`config.mk`:
```
export PLATFORM = sky130hd
export DESIGN_NAME = pac_move_ctrl
export DESIGN_NICKNAME = d
export VERILOG_FILES = /design/src/rtl/pac_move_ctrl.sv
export SDC_FILE = /design/constraint.sdc
export NUM_CORES = 1
export LEC_CHECK = 0
export ABC_AREA = 1
export CORE_MARGIN = 2
export CORE_UTILIZATION = 45
export DETAILED_ROUTE_END_ITERATION = 16
export PLACE_DENSITY_LB_ADDON = 0.05
export SLEW_MARGIN = 20
export SYNTH_ARGS = -nofsm -noshare
export SYNTH_HDL_FRONTEND = slang
export SYNTH_SLANG_ARGS = --single-unit
export TNS_END_PERCENT = 10
```
`constraint.sdc`:
```
create_clock -name clk -period 1.6 [get_ports clk]
set_input_delay 0.16 -clock clk [delete_from_list [all_inputs] [get_ports clk]]
set_output_delay 0.16 -clock clk [all_outputs]
set_load 0.03 [all_outputs]
```
`src/rtl/pac_move_ctrl.sv`:
```
// pac_move_ctrl: Pac-Man movement controller.
// Latches the player's direction request, then on each movement tick probes the
// wall-collision checker (requested direction first, current direction as a
// fallback) and steps the sprite when the path is clear.
// Optional build macro PAC_TUNNEL_WRAP_EN: horizontal moves wrap across the
// screen edge instead of clamping.
module pac_move_ctrl #(
  parameter int START_X = 304,
  parameter int START_Y = 352,
  parameter int STEP    = 2,
  parameter int SETTLE  = 3,
  parameter int X_MAX   = 608,
  parameter int Y_MAX   = 448
) (
  input  logic       clk,
  input  logic       rst,
  input  logic       tick,
  input  logic       key_valid,
  input  logic [1:0] key_dir,
  input  logic       can_move,
  output logic [1:0] probe_dir,
  output logic [9:0] pac_x,
  output logic [8:0] pac_y,
  output logic [1:0] pac_dir,
  output logic       moving,
  output logic       busy
);

  typedef enum logic [1:0] {IDLE, PROBE_REQ, PROBE_CUR} state_e;
  typedef enum logic [1:0] {
    DIR_UP    = 2'b00,
    DIR_DOWN  = 2'b01,
    DIR_LEFT  = 2'b10,
    DIR_RIGHT = 2'b11
  } dir_e;

  localparam int             CW       = $clog2(SETTLE);
  localparam logic [CW-1:0]  CNT_LAST = CW'(SETTLE - 1);
  localparam logic [10:0]    STEP_W   = 11'(STEP);
  localparam logic [10:0]    XMAX_W   = 11'(X_MAX);
  localparam logic [10:0]    YMAX_W   = 11'(Y_MAX);
  localparam logic [9:0]     XMAX_X   = 10'(X_MAX);
  localparam logic [8:0]     YMAX_Y   = 9'(Y_MAX);

  state_e        state, next_state;
  logic [1:0]    pend;
  logic [1:0]    req;
  logic [CW-1:0] cnt;
  logic          settled;
  logic [1:0]    mv_dir;
  logic [10:0]   x_ext, y_ext;
  logic [9:0]    nx;
  logic [8:0]    ny;

  assign settled = (cnt == CNT_LAST);

  // State register
  always_ff @(posedge clk or negedge rst) begin
    if (!rst) state <= IDLE;
    else      state <= next_state;
  end

  // Next-state logic: a clear requested path or a blocked straight-ahead
  // request finishes after one probe; a blocked turn falls back to a second probe
  always_comb begin
    next_state = state;
    case (state)
      IDLE:      if (tick) next_state = PROBE_REQ;
      PROBE_REQ: if (settled) begin
                   if (can_move || (req == pac_dir)) next_state = IDLE;
                   else                               next_state = PROBE_CUR;
                 end
      PROBE_CUR: if (settled) next_state = IDLE;
      default:   next_state = IDLE;
    endcase
  end

  // Output logic: busy whenever an evaluation is underway
  always_comb begin
    busy = (state != IDLE);
  end

  // Candidate position for the direction currently under test, full-width math
  always_comb begin
    mv_dir = (state == PROBE_REQ) ? req : pac_dir;
    x_ext  = {1'b0, pac_x};
    y_ext  = {2'b00, pac_y};
    nx     = pac_x;
    ny     = pac_y;
    case (mv_dir)
      DIR_UP:    ny = (y_ext >= STEP_W) ? 9'(y_ext - STEP_W) : '0;
      DIR_DOWN:  ny = ((y_ext + STEP_W) <= YMAX_W) ? 9'(y_ext + STEP_W) : YMAX_Y;
`ifdef PAC_TUNNEL_WRAP_EN
      DIR_LEFT:  nx = (x_ext < STEP_W) ? XMAX_X : 10'(x_ext - STEP_W);
      DIR_RIGHT: nx = ((x_ext + STEP_W) > XMAX_W) ? '0 : 10'(x_ext + STEP_W);
`else
      DIR_LEFT:  nx = (x_ext >= STEP_W) ? 10'(x_ext - STEP_W) : '0;
      DIR_RIGHT: nx = ((x_ext + STEP_W) <= XMAX_W) ? 10'(x_ext + STEP_W) : XMAX_X;
`endif
      default:   ;
    endcase
  end

  // Datapath: pending key, probe direction, settle counter, position/facing
  always_ff @(posedge clk or negedge rst) begin
    if (!rst) begin
      pend      <= DIR_LEFT;
      req       <= DIR_LEFT;
      probe_dir <= DIR_LEFT;
      pac_dir   <= DIR_LEFT;
      pac_x     <= 10'(START_X);
      pac_y     <= 9'(START_Y);
      moving    <= 1'b0;
      cnt       <= '0;
    end else begin
      if (key_valid) pend <= key_dir;
      case (state)
        IDLE: begin
          if (tick) begin
            // A key arriving on the tick cycle wins over the stored request
            req       <= key_valid ? key_dir : pend;
            probe_dir <= key_valid ? key_dir : pend;
            cnt       <= '0;
          end
        end
        PROBE_REQ: begin
          if (settled) begin
            cnt <= '0;
            if (can_move) begin
              pac_dir <= req;
              pac_x   <= nx;
              pac_y   <= ny;
              moving  <= 1'b1;
            end else if (req == pac_dir) begin
              moving <= 1'b0;
            end else begin
              probe_dir <= pac_dir;
            end
          end else begin
            cnt <= cnt + 1'b1;
          end
        end
        PROBE_CUR: begin
          if (settled) begin
            cnt <= '0;
            if (can_move) begin
              pac_x  <= nx;
              pac_y  <= ny;
              moving <= 1'b1;
            end else begin
              moving <= 1'b0;
            end
          end else begin
            cnt <= cnt + 1'b1;
          end
        end
        default: ;
      endcase
    end
  end

endmodule

```
==> results.json, run 1 <==
{
  "dieArea_sq_um": 6466,
  "rows": 27,
  "cts_tree": "yes",
  "hpwl_um": 5007,
  "synth_area_leaders": "dfrtp_1 19%, dfstp_2 10%, nand2_1 9.0%, inv_1 7.6%, nor2_1 7.3%",
  "regArea_sq_um": 770.7,
  "drive_above_1_share_pct": 37.83,
  "wl_per_cell_um": 12.28,
  "setup_viol": 13,
  "synth_top_cell_by_area": "dfrtp_1",
  "cts.reportedPaths.clkPinSlew_ns": 0.07,
  "area_growth_syn_to_layout_pct": 38.52,
  "firstDrtPassIters": 4,
  "grt_setup_unrepaired": "yes",
  "routed_wl_um": 6434,
  "finalNetCount": 467,
  "synth_top_area_share_pct": 19.05,
  "grt_max_degree": 31,
  "cts_buffers": 5,
  "skew_ns": 0.005891,
  "synth_area_sq_um": 2628,
  "clk_latency_ns": 0.28,
  "timing.final.ws_setup_ns": -0.08638,
  "num_antenna_cells": 0,
  "ys.flop_type": "dfrtp_1",
  "p_leak_nw": 1.802,
  "critPathRequiredTime_ns": 1.81,
  "ys_ff_latch": 30,
  "synth_edf_count": 0,
  "track_usage_pct": 21.63,
  "vias": 2527,
  "slew_viol_final": 0,
  "cts-hold-fix-buffers": 0,
  "worstSetupStartpointType": "flip-flop",
  "critical_path.max_fanout": 8,
  "hold_violations": 0,
  "cts_buffer_depth": 2,
  "ctsRootBufferMaster": "clkbuf_8",
  "hold_slack_ns": 0.2578,
  "vias_per_cell": 4.823,
  "post-route-period-util_pct": 105.4,
  "ys_types": 36,
  "dpl.cell_count": 515,
  "gp_congestion": 0.8757,
  "yosysSeqAreaShare_pct": 29.05,
  "antenna_left": 0,
  "dr.first_iter.drc_count": 106,
  "ir_drop_mv": 1.013,
  "syn_inst": 373,
  "die_y_um": 80.41,
  "stdcell_count": 524,
  "finalPower_mw": 7.118,
  "critPathKind": "reg -> reg",
  "initial_core_util_pct": 47.14,
  "synthArstFlopShare_pct": 100.0,
  "io_buffers": 29,
  "cts.sinks": 30,
  "synth.avg_cell_area_sq_um": 7.044,
  "arrival_ns": 1.90,
  "num-fill-cells": 518,
  "power_density_nw_per_um2": 1956,
  "multiInputGateArea_sq_um": 1732,
  "drc": 0,
  "max_clock_freq_ghz": 0.5930,
  "die_x_um": 80.41,
  "violations": "setup timing",
  "grt_first_pass_wirelength_um": 10890,
  "core_area_sq_um": 5574,
  "fin_crit_ns": 1.686,
  "holdCritPathClass": "in -> async",
  "endpoint_kind": "flip-flop",
  "maxCapViolCount": 0,
  "outcome": "finished with violations",
  "grt_pass1_vias": 2408,
  "h-tree-depth": 2,
  "ios": 32,
  "yosys_warnings": 0,
  "fin_tns_setup_ns": -0.5951,
  "antenna_found_initial": 0,
  "overflow": 0
}
synth_stat cells (2+ instances only):
| master | count |
|---|---|
| nand4_1 | 3 |
| dfstp_2 | 10 |
| o21ai_1 | 2 |
| inv_2 | 6 |
| dfrtp_1 | 20 |
| nor2_2 | 5 |
| nor3_1 | 6 |
| ha_1 | 9 |
| buf_2 | 2 |
| nand2_2 | 9 |
| nand2_1 | 63 |
| mux2_2 | 2 |
| buf_4 | 6 |
| buf_6 | 4 |
| xor2_1 | 15 |
| a21oi_1 | 20 |
| inv_1 | 53 |
| o211ai_1 | 2 |
| o21ai_0 | 23 |
| nor3_2 | 2 |
| xnor2_1 | 3 |
| o21ai_2 | 2 |
| nand3_2 | 7 |
| nor2_4 | 4 |
| nor2_1 | 51 |
| nand2_4 | 4 |
| nand3_1 | 27 |
| a21oi_2 | 5 |
cell type report:
class	count	area share (%)
inverters	59	6.222
flip-flops and latches	30	21.18
clock inverters	2	1.650
repair buffers	83	18.63
multi-input cells	272	47.58
clock buffers	6	2.269
well taps	72	2.475
state kept, by name, summed over array words and instances (netlist names):
name,count
pac_x,9
pac_y,8
cnt,2
pac_dir,2
pend,2
probe_dir,2
req,2
state,2
moving,1
worst max-delay path: stages (launching register included):
cell	delay (ns)
dfstp_2	0.65
nand2_4	0.09
nor2_4	0.11
nand2_2	0.07
nand2_2	0.06
nand2_2	0.06
nor2_4	0.13
nand2_1	0.08
nand3_2	0.11
nand3_1	0.12
a21oi_2	0.13
through the flow:
step	utilization [%]	worst slack (ns)	instance area, sq um
6_report	65.30	-0.08638	3640
4_1_cts	62.94	-0.09020	3508
3_5_place_dp	59.53	-0.1677	3318
3_3_place_gp	59.53	-0.09965	3318
5_1_grt	65.30	-0.1802	3640
2_1_floorplan	-	-0.04520	2650
report_power, final:
part           switching (mW)  leakage (nW)  internal [mW]
Clock                   0.305        0.0714          0.664
Combinational            2.65          1.39           1.88
Sequential              0.457         0.345           1.15
Total                    3.41          1.80           3.70
placed cells by master (no fill, tap or decap), types with 3 or more instances in the layout:
cell type / n
a21oi_1: 15
a21oi_2: 10
buf_4: 54
clkbuf_8: 6
clkdlybuf4s50_1: 8
dfrtp_1: 14
dfrtp_2: 6
dfstp_2: 10
dlygate4sd2_1: 16
ha_1: 5
ha_4: 4
inv_1: 46
inv_2: 11
nand2_1: 53
nand2_2: 18
nand2_4: 5
nand3_1: 23
nand3_2: 10
nand4_1: 3
nor2_1: 45
nor2_2: 9
nor2_4: 6
nor3_1: 3
nor3_2: 5
o21ai_0: 21
o21ai_1: 4
xor2_1: 14
routing by layer:
metal | GRT usage, % | up-vias | wire length [um]
li1 | - | 1333 | -
met1 | 26.83 | 1154 | 2868
met3 | 3.708 | 5 | 184
met2 | 38.83 | 35 | 3334
met5 | 0 | - | 0
met4 | 5.085 | 0 | 46
worst paths after layout:
kind	start	endpoint	slack, ns	depth (start not counted)
worst max-delay path	pac_x[4]	pac_x[7]	-0.09	10
worst min-delay path	rst	probe_dir[0]	0.26	2
worst max register to register	pac_x[4]	pac_x[7]	-0.09	10
worst min register to register	moving	moving	0.49	2
min in group clk	moving	moving	0.49	2
max in group asynchronous	rst	pac_y[6]	1.01	2
cell families (layout without fill, tap and decap cells):
logic type	after synthesis	after routing	share of synthesized area, %
compound gates	57	57	12.43
xor+xnor	18	18	6.000
fa+ha+maj	9	9	4.286
buf+inv	72	150	12.38
flops	30	30	29.05
mux	3	3	1.238
other cells	1	2	0.1427
simple gates	183	183	34.48
timing repair:
item | CTS | global route
gates resized for setup | 42 | 39
setup buffers | 0 | 1
setup endpoints to repair | 36 | 23
cloned | 0 | 0
pin swaps | 1 | 13
Power figures use the tool's default switching activity.
==> inputs of run 2 (changes only) <==
- CORE_MARGIN: 2 -> 4
==> results.json, run 2 (synthesized netlist as in run 1, its figures left out) <==
{
  "initial_core_util_pct": 47.14,
  "overflow": 0,
  "holdCritPathClass": "in -> async",
  "hold_violations": 0,
  "dieArea_sq_um": 7125,
  "hpwl_um": 5146,
  "finalPower_mw": 6.890,
  "rrSetupSlack_ns": -0.09,
  "crit_buf_inv": 0,
  "finalNetCount": 481,
  "area_growth_syn_to_layout_pct": 38.48,
  "num-fill-cells": 513,
  "fin_util_pct": 65.28,
  "slew_viol_final": 0,
  "cp_common_cell": "nand2_1",
  "place_area_sq_um": 3371,
  "drive_above_1_share_pct": 37.34,
  "largest_reg_flops": 9,
  "arrival_ns": 1.88,
  "setup_viol": 11,
  "cts_tree": "yes",
  "regMostFlops": "pac_x",
  "cts-hold-fix-buffers": 0,
  "cp_slowest_stage_delay_ns": 0.64,
  "vias": 2634,
  "fin_tns_setup_ns": -0.6342,
  "dr.first_iter.drc_count": 70,
  "fin_crit_ns": 1.694,
  "grt_pass1_vias": 2635,
  "critPathKind": "reg -> reg",
  "stdcell_count": 538,
  "timing.rr.start": "pac_x[5]",
  "vias_per_cell": 4.896,
  "cts_buffer_depth": 2,
  "power_density_nw_per_um2": 1894,
  "worstSetupStartpointType": "flip-flop",
  "post-route-period-util_pct": 105.9,
  "wl_per_cell_um": 12.43,
  "cts_buffers": 5,
  "io_buffers": 29,
  "violations": "setup timing",
  "r2r_end": "pac_x[1]",
  "rows": 27,
  "ir_drop_mv": 1.166,
  "ios": 32,
  "rr_worst_depth": 11,
  "drc": 0,
  "gp_congestion": 0.8659,
  "cts.reportedPaths.clkPinSlew_ns": 0.07,
  "grt_setup_unrepaired": "yes",
  "clk_latency_ns": 0.29,
  "endpoint_kind": "flip-flop",
  "antenna_found_initial": 0,
  "cp.depth": 11,
  "stdcell_area_sq_um": 3638,
  "core_area_sq_um": 5574,
  "critical_path.max_fanout": 7,
  "die_x_um": 84.41,
  "largest_registers": "pac_x: 9 flops, pac_y: 8 flops",
  "grt_max_degree": 31,
  "h-tree-depth": 2,
  "max_clock_freq_ghz": 0.5903,
  "dpl.cell_count": 522,
  "timing.final.ws_setup_ns": -0.09392,
  "num_antenna_cells": 0,
  "critical_path.cell_chain": "nand2_2 -> nor2_1 -> nand2_1 -> nand2_1 -> nand2_2 -> nor2_1 -> nand3_1 -> nand2_1 -> nand3_2 -> nand2_1 -> nand2_1",
  "cts.sinks": 30,
  "track_usage_pct": 20.18,
  "skew_ns": 0.002322,
  "final_cell_mix": "67 x buf_4, 57 x nand2_1, 49 x inv_1, 44 x nor2_1, 21 x nand3_1",
  "routed_wl_um": 6685,
  "firstDrtPassIters": 4,
  "die_y_um": 84.41,
  "critPathRequiredTime_ns": 1.78,
  "grt_first_pass_wirelength_um": 11750,
  "ctsRootBufferMaster": "clkbuf_8",
  "antenna_left": 0,
  "cpMaxStageDelayCell": "dfstp_2",
  "outcome": "finished with violations",
  "maxCapViolCount": 0,
  "p_leak_nw": 1.851,
  "cp_top_family": "simple AND/OR/NAND/NOR gates",
  "layout_commonest_cell": "buf_4"
}
-- run 2: cell types whose count changed in the layout (fill, tap and decap cells not counted), moves of 2 or more --
cell,change
inv_1,+3
nand2_2,-4
nor2_2,+2
nor3_2,-3
nand2_1,+4
nand3_2,+3
o21ai_1,+4
bufinv_16,-2
buf_4,+13
nor3_1,+3
o21ai_0,-4
nand3_1,-2
inv_2,-3
-- run 2: layout make-up --
| cell class | instances | area, sq um | share of cell area, % |
|---|---|---|---|
| clock buffers | 6 | 82.58 | 2.270 |
| clock inverters | 2 | 12.51 | 0.3439 |
| inverters | 59 | 226.5 | 6.224 |
| multi-input cells | 272 | 1675 | 46.05 |
| flip-flops and latches | 30 | 770.7 | 21.18 |
| well taps | 72 | 90.09 | 2.476 |
| repair buffers | 97 | 780.7 | 21.46 |
-- run 2: metrics by stage --
stage	setup WS [ns]	hold WS, ns
6_report	-0.09392	0.2524
2_1_floorplan	-0.04520	-0.1356
5_1_grt	-0.2043	0.2869
3_3_place_gp	-0.1044	0.4751
3_5_place_dp	-0.1724	0.4771
4_1_cts	-0.1150	0.2683
-- run 2: layer usage --
metal,GRT usage (%),part of all wire (%),up-vias
met1,24.17,44,1220
met5,0,0,-
li1,-,-,1358
met3,3.337,3.1,10
met4,7.338,2.4,0
met2,36.23,51,46
-- run 2: what timing repair did --
item	4_1_cts	5_1_grt
setup endpoints to repair	36	26
pin swaps	1	10
setup buffers	0	8
gates cloned	0	0
gates resized for setup	39	35
-- run 2: worst max path at each step --
stage	start	endpoint	slack (ns)
after floorplan	pac_x[4]	pac_x[1]	-0.05
after global placement	pac_x[4]	pac_x[6]	-0.10
after detailed placement	state[1]	pac_x[2]	-0.17
after CTS	pac_x[4]	pac_x[7]	-0.11
after global routing	pac_x[4]	pac_x[7]	-0.20
final	pac_x[5]	pac_x[1]	-0.09
-- run 2: power by group --
group          switching, mW  internal, mW  leakage (nW)
logic                   2.66          1.99          1.46
registers              0.433          1.15         0.345
clock network          0.306         0.345        0.0472
total                   3.40          3.49          1.85
-- run 2: worst reg2reg max path, delay by kind of cell (launching register included) --
kind	cells	cell delay, ns
AND/OR/NAND/NOR	11	0.94
flip-flops	1	0.64
==> inputs of run 3 (changes only) <==
- CAP_MARGIN: unset -> 15
- SLEW_MARGIN: 20 -> unset
==> results of run 3 <==
Final layout, timing and power as in run 2 (identical DEF).
